[src/rtl/serial_loader8.sv]
// serial_loader8
//
// Assembles an LSB-first serial bit stream into 8-bit words. Both sides use a
// ready/valid handshake, so the loader can be backpressured from downstream
// and can stall the upstream bit source.
//
// Optional feature macro: SERIAL_LOADER8_PARITY_EN
//   When defined, each frame carries a ninth bit holding the even-parity bit.
//   The parity_err port then reports a mismatch for the word being held.
//
// Ports:
//   clk         system clock, rising-edge active
//   reset_n     asynchronous active-low reset
//   s_valid     serial bit present on s_data
//   s_data      serial data bit, LSB of the word first
//   s_ready     loader can accept a bit this cycle
//   m_data      assembled 8-bit word
//   m_valid     m_data holds a complete word
//   m_ready     downstream takes the word this cycle
//   parity_err  (parity build only) received parity mismatch for m_data

module serial_loader8 (
  input  logic       clk,
  input  logic       reset_n,
  input  logic       s_valid,
  input  logic       s_data,
  output logic       s_ready,
  output logic [7:0] m_data,
  output logic       m_valid,
  input  logic       m_ready
`ifdef SERIAL_LOADER8_PARITY_EN
  ,
  output logic       parity_err
`endif
);

  typedef enum logic [1:0] {
    ST_SHIFT  = 2'd0,
`ifdef SERIAL_LOADER8_PARITY_EN
    ST_PARITY = 2'd2,
`endif
    ST_HOLD   = 2'd1
  } state_t;

  state_t     state_reg, state_next;
  logic [2:0] cnt_reg, cnt_next;
  logic [7:0] shift_reg, shift_next;
  logic [7:0] m_data_reg, m_data_next;
  logic       shift_en;

`ifdef SERIAL_LOADER8_PARITY_EN
  logic       perr_reg, perr_next;
`endif

  // A data bit is taken only while collecting data bits; HOLD deasserts
  // s_ready, so no bit can slip in while a finished word is waiting.
  assign shift_en = (state_reg == ST_SHIFT) && s_valid;

  // Each bit position is written only when the counter points at it, so the
  // word builds in place rather than by shifting.
  genvar gi;
  generate
    for (gi = 0; gi < 8; gi++) begin : g_shift
      assign shift_next[gi] = (shift_en && (cnt_reg == 3'(gi))) ? s_data
                                                                : shift_reg[gi];
    end
  endgenerate

  always_comb begin
    state_next  = state_reg;
    cnt_next    = cnt_reg;
    m_data_next = m_data_reg;
`ifdef SERIAL_LOADER8_PARITY_EN
    perr_next   = perr_reg;
`endif
    case (state_reg)
      ST_SHIFT: begin
        if (s_valid) begin
          // 3-bit counter wraps 7 -> 0 naturally on the completing bit.
          cnt_next = cnt_reg + 3'd1;
          if (cnt_reg == 3'd7) begin
`ifdef SERIAL_LOADER8_PARITY_EN
            state_next  = ST_PARITY;
`else
            m_data_next = shift_next;
            state_next  = ST_HOLD;
`endif
          end
        end
      end
`ifdef SERIAL_LOADER8_PARITY_EN
      ST_PARITY: begin
        if (s_valid) begin
          m_data_next = shift_reg;
          // Even parity: the XOR over data plus parity bit must be zero.
          perr_next   = ^{shift_reg, s_data};
          state_next  = ST_HOLD;
        end
      end
`endif
      ST_HOLD: begin
        if (m_ready) begin
          state_next = ST_SHIFT;
          cnt_next   = 3'd0;
        end
      end
      default: begin
        state_next = ST_SHIFT;
        cnt_next   = 3'd0;
      end
    endcase
  end

  always_ff @(posedge clk or negedge reset_n) begin
    if (!reset_n) begin
      state_reg  <= ST_SHIFT;
      cnt_reg    <= 3'd0;
      shift_reg  <= 8'h00;
      m_data_reg <= 8'h00;
    end else begin
      state_reg  <= state_next;
      cnt_reg    <= cnt_next;
      shift_reg  <= shift_next;
      m_data_reg <= m_data_next;
    end
  end

`ifdef SERIAL_LOADER8_PARITY_EN
  always_ff @(posedge clk or negedge reset_n) begin
    if (!reset_n) begin
      perr_reg <= 1'b0;
    end else begin
      perr_reg <= perr_next;
    end
  end

  assign parity_err = perr_reg;
`endif

  // Handshake outputs decode straight from the state register, keeping every
  // output free of combinational paths from the inputs.
  assign s_ready = (state_reg != ST_HOLD);
  assign m_valid = (state_reg == ST_HOLD);
  assign m_data  = m_data_reg;

endmodule

[config.mk]
export PLATFORM = sky130hd
export DESIGN_NAME = serial_loader8
export DESIGN_NICKNAME = d
export VERILOG_FILES = /design/src/rtl/serial_loader8.sv
export SDC_FILE = /design/constraint.sdc
export NUM_CORES = 1
export LEC_CHECK = 0
export ABC_AREA = 1
export BUFFER_PORTS_ARGS = -buffer_cell sky130_fd_sc_hd__buf_2
export CAP_MARGIN = 20
export CORE_UTILIZATION = 51
export CTS_BUF_LIST = sky130_fd_sc_hd__clkbuf_8
export DETAILED_ROUTE_END_ITERATION = 8
export GPL_TIMING_DRIVEN = 1
export HOLD_SLACK_MARGIN = 0.05
export PLACE_DENSITY = 0.76
export SYNTH_ARGS = -nofsm -noshare
export SYNTH_HDL_FRONTEND = slang
export SYNTH_SLANG_ARGS = --single-unit
[constraint.sdc]
create_clock -name clk -period 1.14 [get_ports clk]
set_input_delay 0.228 -clock clk [delete_from_list [all_inputs] [get_ports clk]]
set_output_delay 0.228 -clock clk [all_outputs]
set_load 0.005 [all_outputs]
==> results of run 1 <==
[power groups by stage]
stage / Combinational, µW / Sequential [µW] / Clock (µW)
finish: 1700 / 1190 / 479
global route: 1850 / 1210 / 520
CTS: 1330 / 1160 / 475
detailed placement: 1030 / 1120 / 0
global placement: 1000 / 1110 / 0
floorplan: 638 / 1130 / 0
[through the flow]
| stage | setup TNS [ps] | hold slack [ps] | setup slack [ps] |
|---|---|---|---|
| 3_3_place_gp | -671 | 184 | -78.5 |
| 4_1_cts | -845 | 165 | -71.4 |
| 3_5_place_dp | -1020 | 188 | -104 |
| 5_1_grt | -1900 | 203 | -180 |
| 2_1_floorplan | 0 | -67.6 | 1.58 |
| 6_report | -1260 | 186 | -146 |
[area by class of cell]
class                      count  share of cell area
multi-input combinational     72               0.427
clock buffer                   3              0.0291
timing repair buffer          24               0.126
clock inverter                 1             0.00353
sequential                    19               0.338
tap                           25              0.0221
inverter                      17              0.0538
[Yosys cell counts]
cell      count
nand2_1      33
buf_6         1
inv_2         1
o22ai_1       1
nor2_4        1
and2_1        7
nor2_1        3
dfrtp_1      19
o21bai_1      3
buf_2         1
o21ai_0       3
nand3_1      15
inv_1        16
ha_1          6
[kinds of logic (layout without fill, tap and decap cells)]
kind of cell,after synthesis,after routing,share of synthesized area
and+or+nand+nor,59,59,0.282
DFF,19,19,0.506
buffers and inverters,19,45,0.0852
AOI/OAI and AO/OA,7,7,0.0466
adders and majority gates,6,6,0.0799
[timing repair]
action,4_1_cts,5_1_grt
pin swaps,16,18
setup endpoints to repair,16,20
hold endpoints to repair,19,0
setup buffers,2,0
hold buffers,1,0
resized for setup,32,37
[metal layers]
metal	vias up	global-route usage
met3	7	0.0240
met2	22	0.357
met1	388	0.296
met4	0	0.109
li1	397	-
met5	-	0
[how the worst min path moves through the flow]
stage / to / depth (start not counted)
6_report: state_reg[0] / 2
5_1_grt: state_reg[0] / 2
4_1_cts: state_reg[0] / 2
3_5_place_dp: state_reg[0] / 1
3_3_place_gp: shift_reg[3] / 1
2_1_floorplan: cnt_reg[0] / 0
==> results.md, run 1 <==
* Fin. Hold Viols at 0
* WP data required at 1290 ps
* Global route overflow at 0
* Crit path arrival time at 1430 ps
* Drt total wl at 2350 µm
* Worst setup endpoint: m_data[7]
* CP endpoint kind: flip-flop
* Post-synthesis cell area at 940 µm²
* Min Tclk post-route at 1290 ps
* Final setup fails at 17
* Initial antenna violation count at 0
* P_sw at 1320 µW
* Gate power share at 0.505
* Syn Inst Count at 110
* Internal reg-to-reg setup slack at -150 ps
* P per Cell Area at 2370 mW/mm²
* Power Total at 3370 µW
* Final Cell Area at 0.00142 mm²
* Detailed Place HPWL at 1250 µm
* Post-layout util at 0.821
* Reg clk slew, reported paths at 70 ps
* Top delay family on crit path: flip-flops
* Unrepaired setup endpoints after global routing: true
* Worst Path Max Fanout at 4
* Most common cell after layout, fill and taps aside: nand2_1
* Max Slew Vio Count at 0
* Worst setup path startpoint: cnt_reg[0]
* Largest cells by area after synthesis: dfrtp_1 (51%), nand2_1 (13%), ha_1 (8.0%), nand3_1 (8.0%), inv_1 (6.4%)
* Top Metal Used: met4
* R2r worst-path depth at 6
* Layout area overhead at 50.9%
* Multi-input gate area in the final layout at 606 µm²
* Clock Path Buffers at 2
* Syn. warnings at 0
* Slowest library cell on the worst path: dfrtp_2
* FF-to-FF Start: cnt_reg[0]
* Sequential cell area at 479 µm²
* Starting Density at 0.544
* Total GRT Usage at 0.221
* CP max stage delay at 460 ps
* Crit path cell chain: ha_4 > ha_4 > nand2_8 > buf_6 > nand2_1 > nand2_1
* Antenna-violating nets left at 0
* Final period util at 1.13
* Max-cap violations at 0
* Top Ports at 15
* DP Area at 0.00109 mm²
* Max reg flops at 8
* Peak VDD IR at 1.63 mV
* Most frequent cells in the layout: nand2_1 (20), dfrtp_1 (16), buf_2 (14), nand2_2 (12), nand3_2 (12)
* Min-Delay Path Class: input pin to flip-flop
* Slew margin rel. at 0.715
* Top cell type's share of synthesized area at 0.506
* Pleak at 0.000668 µW
* Filler cell count at 96
* DR DRC count at 0
* Worst setup margin at -146 ps
* WS Path Type: flip-flop to flip-flop
* N_diodes at 0
* Core area at 0.00173 mm²
* Metal-1 WL at 1010 µm
* Switch share at 0.391
* Met2 WL at 1210 µm
* Worst-Skew Late Latency at 260 ps
* CTS tree: yes
* Slew @ Worst Pin at 427 ps
* Seq/Total Area, Yosys at 0.506
* Clk sinks at 19
* RePlAce Congestion at 0.823
* Register bit total from synthesis at 19
* Clk root buf: clkbuf_8
* Terminus of the critical flop-to-flop path: m_data[7]
* Layout cells sized above 1 at 0.574
* Flop pwr share at 0.352
* Mean number of vias per cell at 5.06
* Final #Nets at 148
* Vias in the first global route at 706
* DIE AREA at 0.00202 mm²
* P_int at 2050 µW
* Hold path startpoint: m_ready
* Detailed-route via count at 814
* Number of instances in the placed design at 154
* Layout Cells excl Fill at 161
* Syn_area_per_cell at 8.54 µm²
* Pre-antenna DRT Iters at 4
* Fmax at 0.778 GHz
* IO Port Bufs at 14
* Clock Skew at 5.55 ps
* Failing checks: setup timing
* H-tree depth at 1
* Die height at 44.9 µm
* Metal3 WL at 62 µm
* Post-synth top area cell: dfrtp_1
* CTS buffer count at 3
* Cell row count at 15
* Power share of the clock group at 0.142
* Post-synthesis net count at 121
* First-pass GRT wire length at 3190 µm
* Initial DRC Count at 10
* Avg WL per Cell at 14.6 µm
* Status: finished, violations left
* Worst path buffer plus inverter count at 1
* Die Width at 44.9 µm
* Critical Path Stages at 6
* Startpoint Class: flip-flop
* Largest net degree at the start of global routing at 20
* Number of distinct library cells after synthesis at 14
Note: power is estimated with default switching activity, not from simulation.
==> run 2: changes to the inputs <==
CORE_UTILIZATION = 48   (was 51)
CTS_BUF_LIST = not set   (was sky130_fd_sc_hd__clkbuf_8)
PLACE_DENSITY = 0.72   (was 0.76)
==> results.md, run 2 (same netlist as run 1, synthesis figures left out) <==
* Status: finished, violations left
* Failing checks: setup timing
* Hold path startpoint: m_ready
* Slew @ Worst Pin at 423 ps
* Detailed-route via count at 833
* Clk sinks at 19
* Flop pwr share at 0.376
* Unrepaired setup endpoints after global routing: true
* Top Ports at 15
* Layout area overhead at 43.9%
* Startpoint Class: flip-flop
* Max-cap violations at 0
* Total GRT Usage at 0.244
* CTS buffer count at 3
* Met3 Track Usage GR at 0.0471
* DIE AREA at 0.00214 mm²
* Vias in the first global route at 826
* Mean number of vias per cell at 5.05
* Crit path cell chain: buf_6 > ha_4 > inv_4 > nor2_4 > nand3_2 > and2_1
* Min Tclk post-route at 1290 ps
* Most Used Layer, Global Route: met2
* Filler cell count at 118
* Worst setup margin at -145 ps
* P_int at 1880 µW
* P_sw at 1260 µW
* Power Total at 3140 µW
* CP endpoint kind: flip-flop
* Starting Density at 0.527
* Power share of the clock group at 0.113
* N_diodes at 0
* P per Cell Area at 2320 mW/mm²
* Avg WL per Cell at 14.5 µm
* CTS tree: yes
* Hold_ws at 96.0 ps
* Reg clk slew, reported paths at 110 ps
* Detailed Place HPWL at 1340 µm
* RePlAce Congestion at 0.765
* Switch share at 0.402
* FF-to-FF Start: cnt_reg[0]
* Final #Nets at 152
* Final setup fails at 16
* Global route overflow at 0
* Max reg flops at 8
* Cell row count at 15
* Crit path arrival time at 1500 ps
* Setup TNS at -1420 ps
* Initial DRC Count at 24
* Pleak at 0.000662 µW
* Die height at 46.2 µm
* IO Port Bufs at 14
* Global Route met1 Usage at 0.300
* Largest net degree at the start of global routing at 20
* Pre-antenna DRT Iters at 4
* Worst-Skew Late Latency at 310 ps
* Drt total wl at 2390 µm
* First-pass GRT wire length at 3570 µm
* Max Slew Vio Count at 0
* DR DRC count at 0
* Initial antenna violation count at 0
* Most frequent cells in the layout: nand2_1 (23), dfrtp_1 (16), buf_2 (14), inv_1 (10), nand3_1 (10)
* Slew margin rel. at 0.718
* Peak VDD IR at 1.59 mV
* H-tree depth at 1
* Clock Path Buffers at 2
* Worst Path Max Fanout at 3
* Post-layout util at 0.759
* Fmax at 0.778 GHz
* Worst setup path startpoint: cnt_reg[0]
* WS Path Type: flip-flop to flip-flop
* Fin. Hold Viols at 0
* CP max stage delay at 470 ps
* WP data required at 1350 ps
* Gate power share at 0.511
* Min-Delay Path Class: input pin to flip-flop
* Global Route met2 Usage at 0.417
* Die Width at 46.2 µm
* Slowest library cell on the worst path: dfrtp_2
* Antenna-violating nets left at 0
* Layout cells sized above 1 at 0.479
* Most common cell after layout, fill and taps aside: nand2_1
* Core area at 0.00178 mm²
* Clk root buf: clkbuf_4
* Clock Skew at 5.51 ps
* Final period util at 1.13
-- run 2: cell types whose count changed in the layout (fill, tap and decap cells not counted), sizes merged --
cell,before,now
buf,23,27
-- run 2: final timing paths --
path,endpoint,slack [ps],cells after the start
setup / recovery,shift_reg[1],-150,6
hold / removal,state_reg[0],100,2
setup reg to reg,shift_reg[1],-150,6
hold reg to reg,m_data[5],490,2
max in group asynchronous,cnt_reg[1],430,2
min in group asynchronous,m_data[3],390,2
-- run 2: through the flow --
stage	worst slack [ps]	instances	instance area, µm²
final	-145	165	1350
after floorplan	1.58	110	951
after global routing	-167	165	1350
after CTS	-68.5	164	1250
after global placement	-84.4	156	1100
after detailed placement	-124	156	1100
-- run 2: power by group through the flow --
| stage | clock [µW] | sequential, µW | combinational (µW) |
|---|---|---|---|
| floorplan | 0 | 1130 | 638 |
| global placement | 0 | 1110 | 1020 |
| detailed placement | 0 | 1120 | 1060 |
| CTS | 354 | 1140 | 1340 |
| global route | 380 | 1210 | 1760 |
| finish | 356 | 1180 | 1610 |
-- run 2: layout make-up --
class / instances / area, µm² / share of cell area
inverters: 17 / 78.8 / 0.0583
flip-flops and latches: 19 / 479 / 0.354
repair buffers: 28 / 193 / 0.142
multi-input cells: 72 / 543 / 0.401
well taps: 25 / 31.3 / 0.0231
clock buffers: 3 / 22.5 / 0.0167
clock inverters: 1 / 5.00 / 0.00370
-- run 2: what timing repair did --
| item | 4_1_cts | 5_1_grt |
|---|---|---|
| setup endpoints to repair | 16 | 20 |
| buffers inserted | 3 | 1 |
| resized for setup | 25 | 28 |
| pin swaps | 20 | 16 |
| hold buffers | 1 | 0 |
| hold endpoints to repair | 19 | 0 |
-- run 2: critical path, delay by kind of cell (launching register included) --
| family | cells | cell delay (ps) |
|---|---|---|
| fa+ha+maj | 1 | 160 |
| simple gates | 3 | 390 |
| buf+inv | 2 | 180 |
| flops | 1 | 470 |
-- run 2: layer usage --
metal	routed length, µm	vias up
li1	-	400
met1	993	408
met2	1300	18
met3	57	7
met4	38	0
met5	0	-
==> run 3: changes to the inputs <==
CORE_ASPECT_RATIO = 0.8   (was not set)
==> results.md, run 3 (same netlist as run 1, synthesis figures left out) <==
* Post-layout util at 0.807
* H-tree depth at 1
* Reg clk slew, reported paths at 110 ps
* Global route overflow at 0
* Startpoint Class: flip-flop
* Initial DRC Count at 13
* Status: finished, violations left
* Slew @ Worst Pin at 429 ps
* Fmax at 0.793 GHz
* Die height at 41.6 µm
* Total GRT Usage at 0.225
* Antenna-violating nets left at 0
* Min Tclk post-route at 1260 ps
* WP data required at 1350 ps
* Pre-antenna DRT Iters at 4
* Worst-Skew Late Latency at 310 ps
* Top Ports at 15
* Max Slew Vio Count at 0
* Mean number of vias per cell at 5.26
* Starting Density at 0.545
* Detailed Place HPWL at 1320 µm
* N_diodes at 0
* Peak VDD IR at 1.53 mV
* Most frequent cells in the layout: nand2_1 (23), dfrtp_1 (16), buf_2 (12)
* DIE AREA at 0.00214 mm²
* Dpl ws at -104 ps
* Number of instances in the placed design at 150
* Detailed-route via count at 837
* Final period util at 1.11
* Max-cap violations at 0
* Drt total wl at 2460 µm
* CTS buffer count at 3
* CTS tree: yes
* Most common cell after layout, fill and taps aside: nand2_1
* Final #Nets at 149
* Unrepaired setup endpoints after global routing: true
* Largest net degree at the start of global routing at 20
* Crit path arrival time at 1470 ps
* Avg WL per Cell at 15.5 µm
* Worst setup margin at -122 ps
* Max reg flops at 8
* Layout area overhead at 48.1%
* First-pass GRT wire length at 3580 µm
* Clock Path Buffers at 2
* DR DRC count at 0
* Clk sinks at 19
* CP endpoint kind: flip-flop
* Clock Skew at 5.98 ps
* Clk root buf: clkbuf_4
* IO Port Bufs at 14
* Layout Cells excl Fill at 159
* Fin. Hold Viols at 0
* Cell row count at 13
* Failing checks: setup timing
* Layout cells sized above 1 at 0.518
* Filler cell count at 95
* Core area at 0.00172 mm²
* P per Cell Area at 2300 mW/mm²
* Min-Delay Path Class: input pin to flip-flop
* Slew margin rel. at 0.714
* Initial antenna violation count at 0
* Worst Path Max Fanout at 3
* RePlAce Congestion at 0.760
* Pleak at 0.000663 µW
* WS Path Type: flip-flop to flip-flop
* Die Width at 51.5 µm
* Vias in the first global route at 800
* Final setup fails at 16
==> run 3: changes by cell type in the layout (fill, tap and decap cells not counted), sizes merged <==
cell    delta
buf        -3
clkbuf     +1
clkinv     -1
==> run 3: what timing repair did <==
action | 4_1_cts | 5_1_grt
hold buffers | 1 | 0
setup endpoints to repair | 17 | 19
hold endpoints to repair | 19 | 0
gates resized for setup | 30 | 34
pin swaps | 17 | 22
setup buffers | 3 | 1
==> run 3: worst paths after layout <==
path / start / slack (ps) / endpoint / cells after the start
max in group asynchronous: reset_n / 430 / cnt_reg[0] / 2
worst min register to register: m_data[1] / 490 / m_data[1] / 2
worst min-delay path: m_ready / 110 / state_reg[0] / 2
worst max-delay path: cnt_reg[0] / -120 / shift_reg[1] / 6
min in group asynchronous: reset_n / 370 / shift_reg[3] / 2
worst max register to register: cnt_reg[0] / -120 / shift_reg[1] / 6
==> run 3: power breakdown <==
group	internal [µW]	switching, µW	leakage [µW]
registers	977	202	0.000224
logic	816	855	0.000424
clock network	137	209	0.0000150
==> run 3: metrics by stage <==
| step | setup TNS, ps | instance area [µm²] | power, µW | hold slack, ps |
|---|---|---|---|---|
| global route | -1930 | 1390 | 3450 | 102 |
| CTS | -604 | 1250 | 2810 | 112 |
| detailed placement | -950 | 1070 | 2120 | 188 |
| floorplan | 0 | 951 | 1770 | -67.6 |
| global placement | -645 | 1070 | 2080 | 186 |
| finish | -1040 | 1390 | 3200 | 109 |
==> run 3: worst max-delay path, stage by stage (launching register included) <==
cell and delay, ps:
dfrtp_2 450, buf_6 130, ha_4 140, inv_2 40, nor2_2 150, nand3_2 90
and2_1 170
==> run 3: layout make-up <==
class	count	area (µm²)	share of cell area
Tap cell	22	27.5	0.0198
Clock buffer	4	26.3	0.0189
Sequential cell	19	479	0.344
Multi-Input combinational cell	72	581	0.417
Inverter	17	78.8	0.0567
Timing Repair Buffer	25	199	0.143
==> run 3: per-layer routing <==
layer | GRT usage | share of wire
met2 | 0.374 | 0.51
met4 | 0.0703 | 0.015
met1 | 0.293 | 0.44
met3 | 0.0440 | 0.034
met5 | 0 | 0
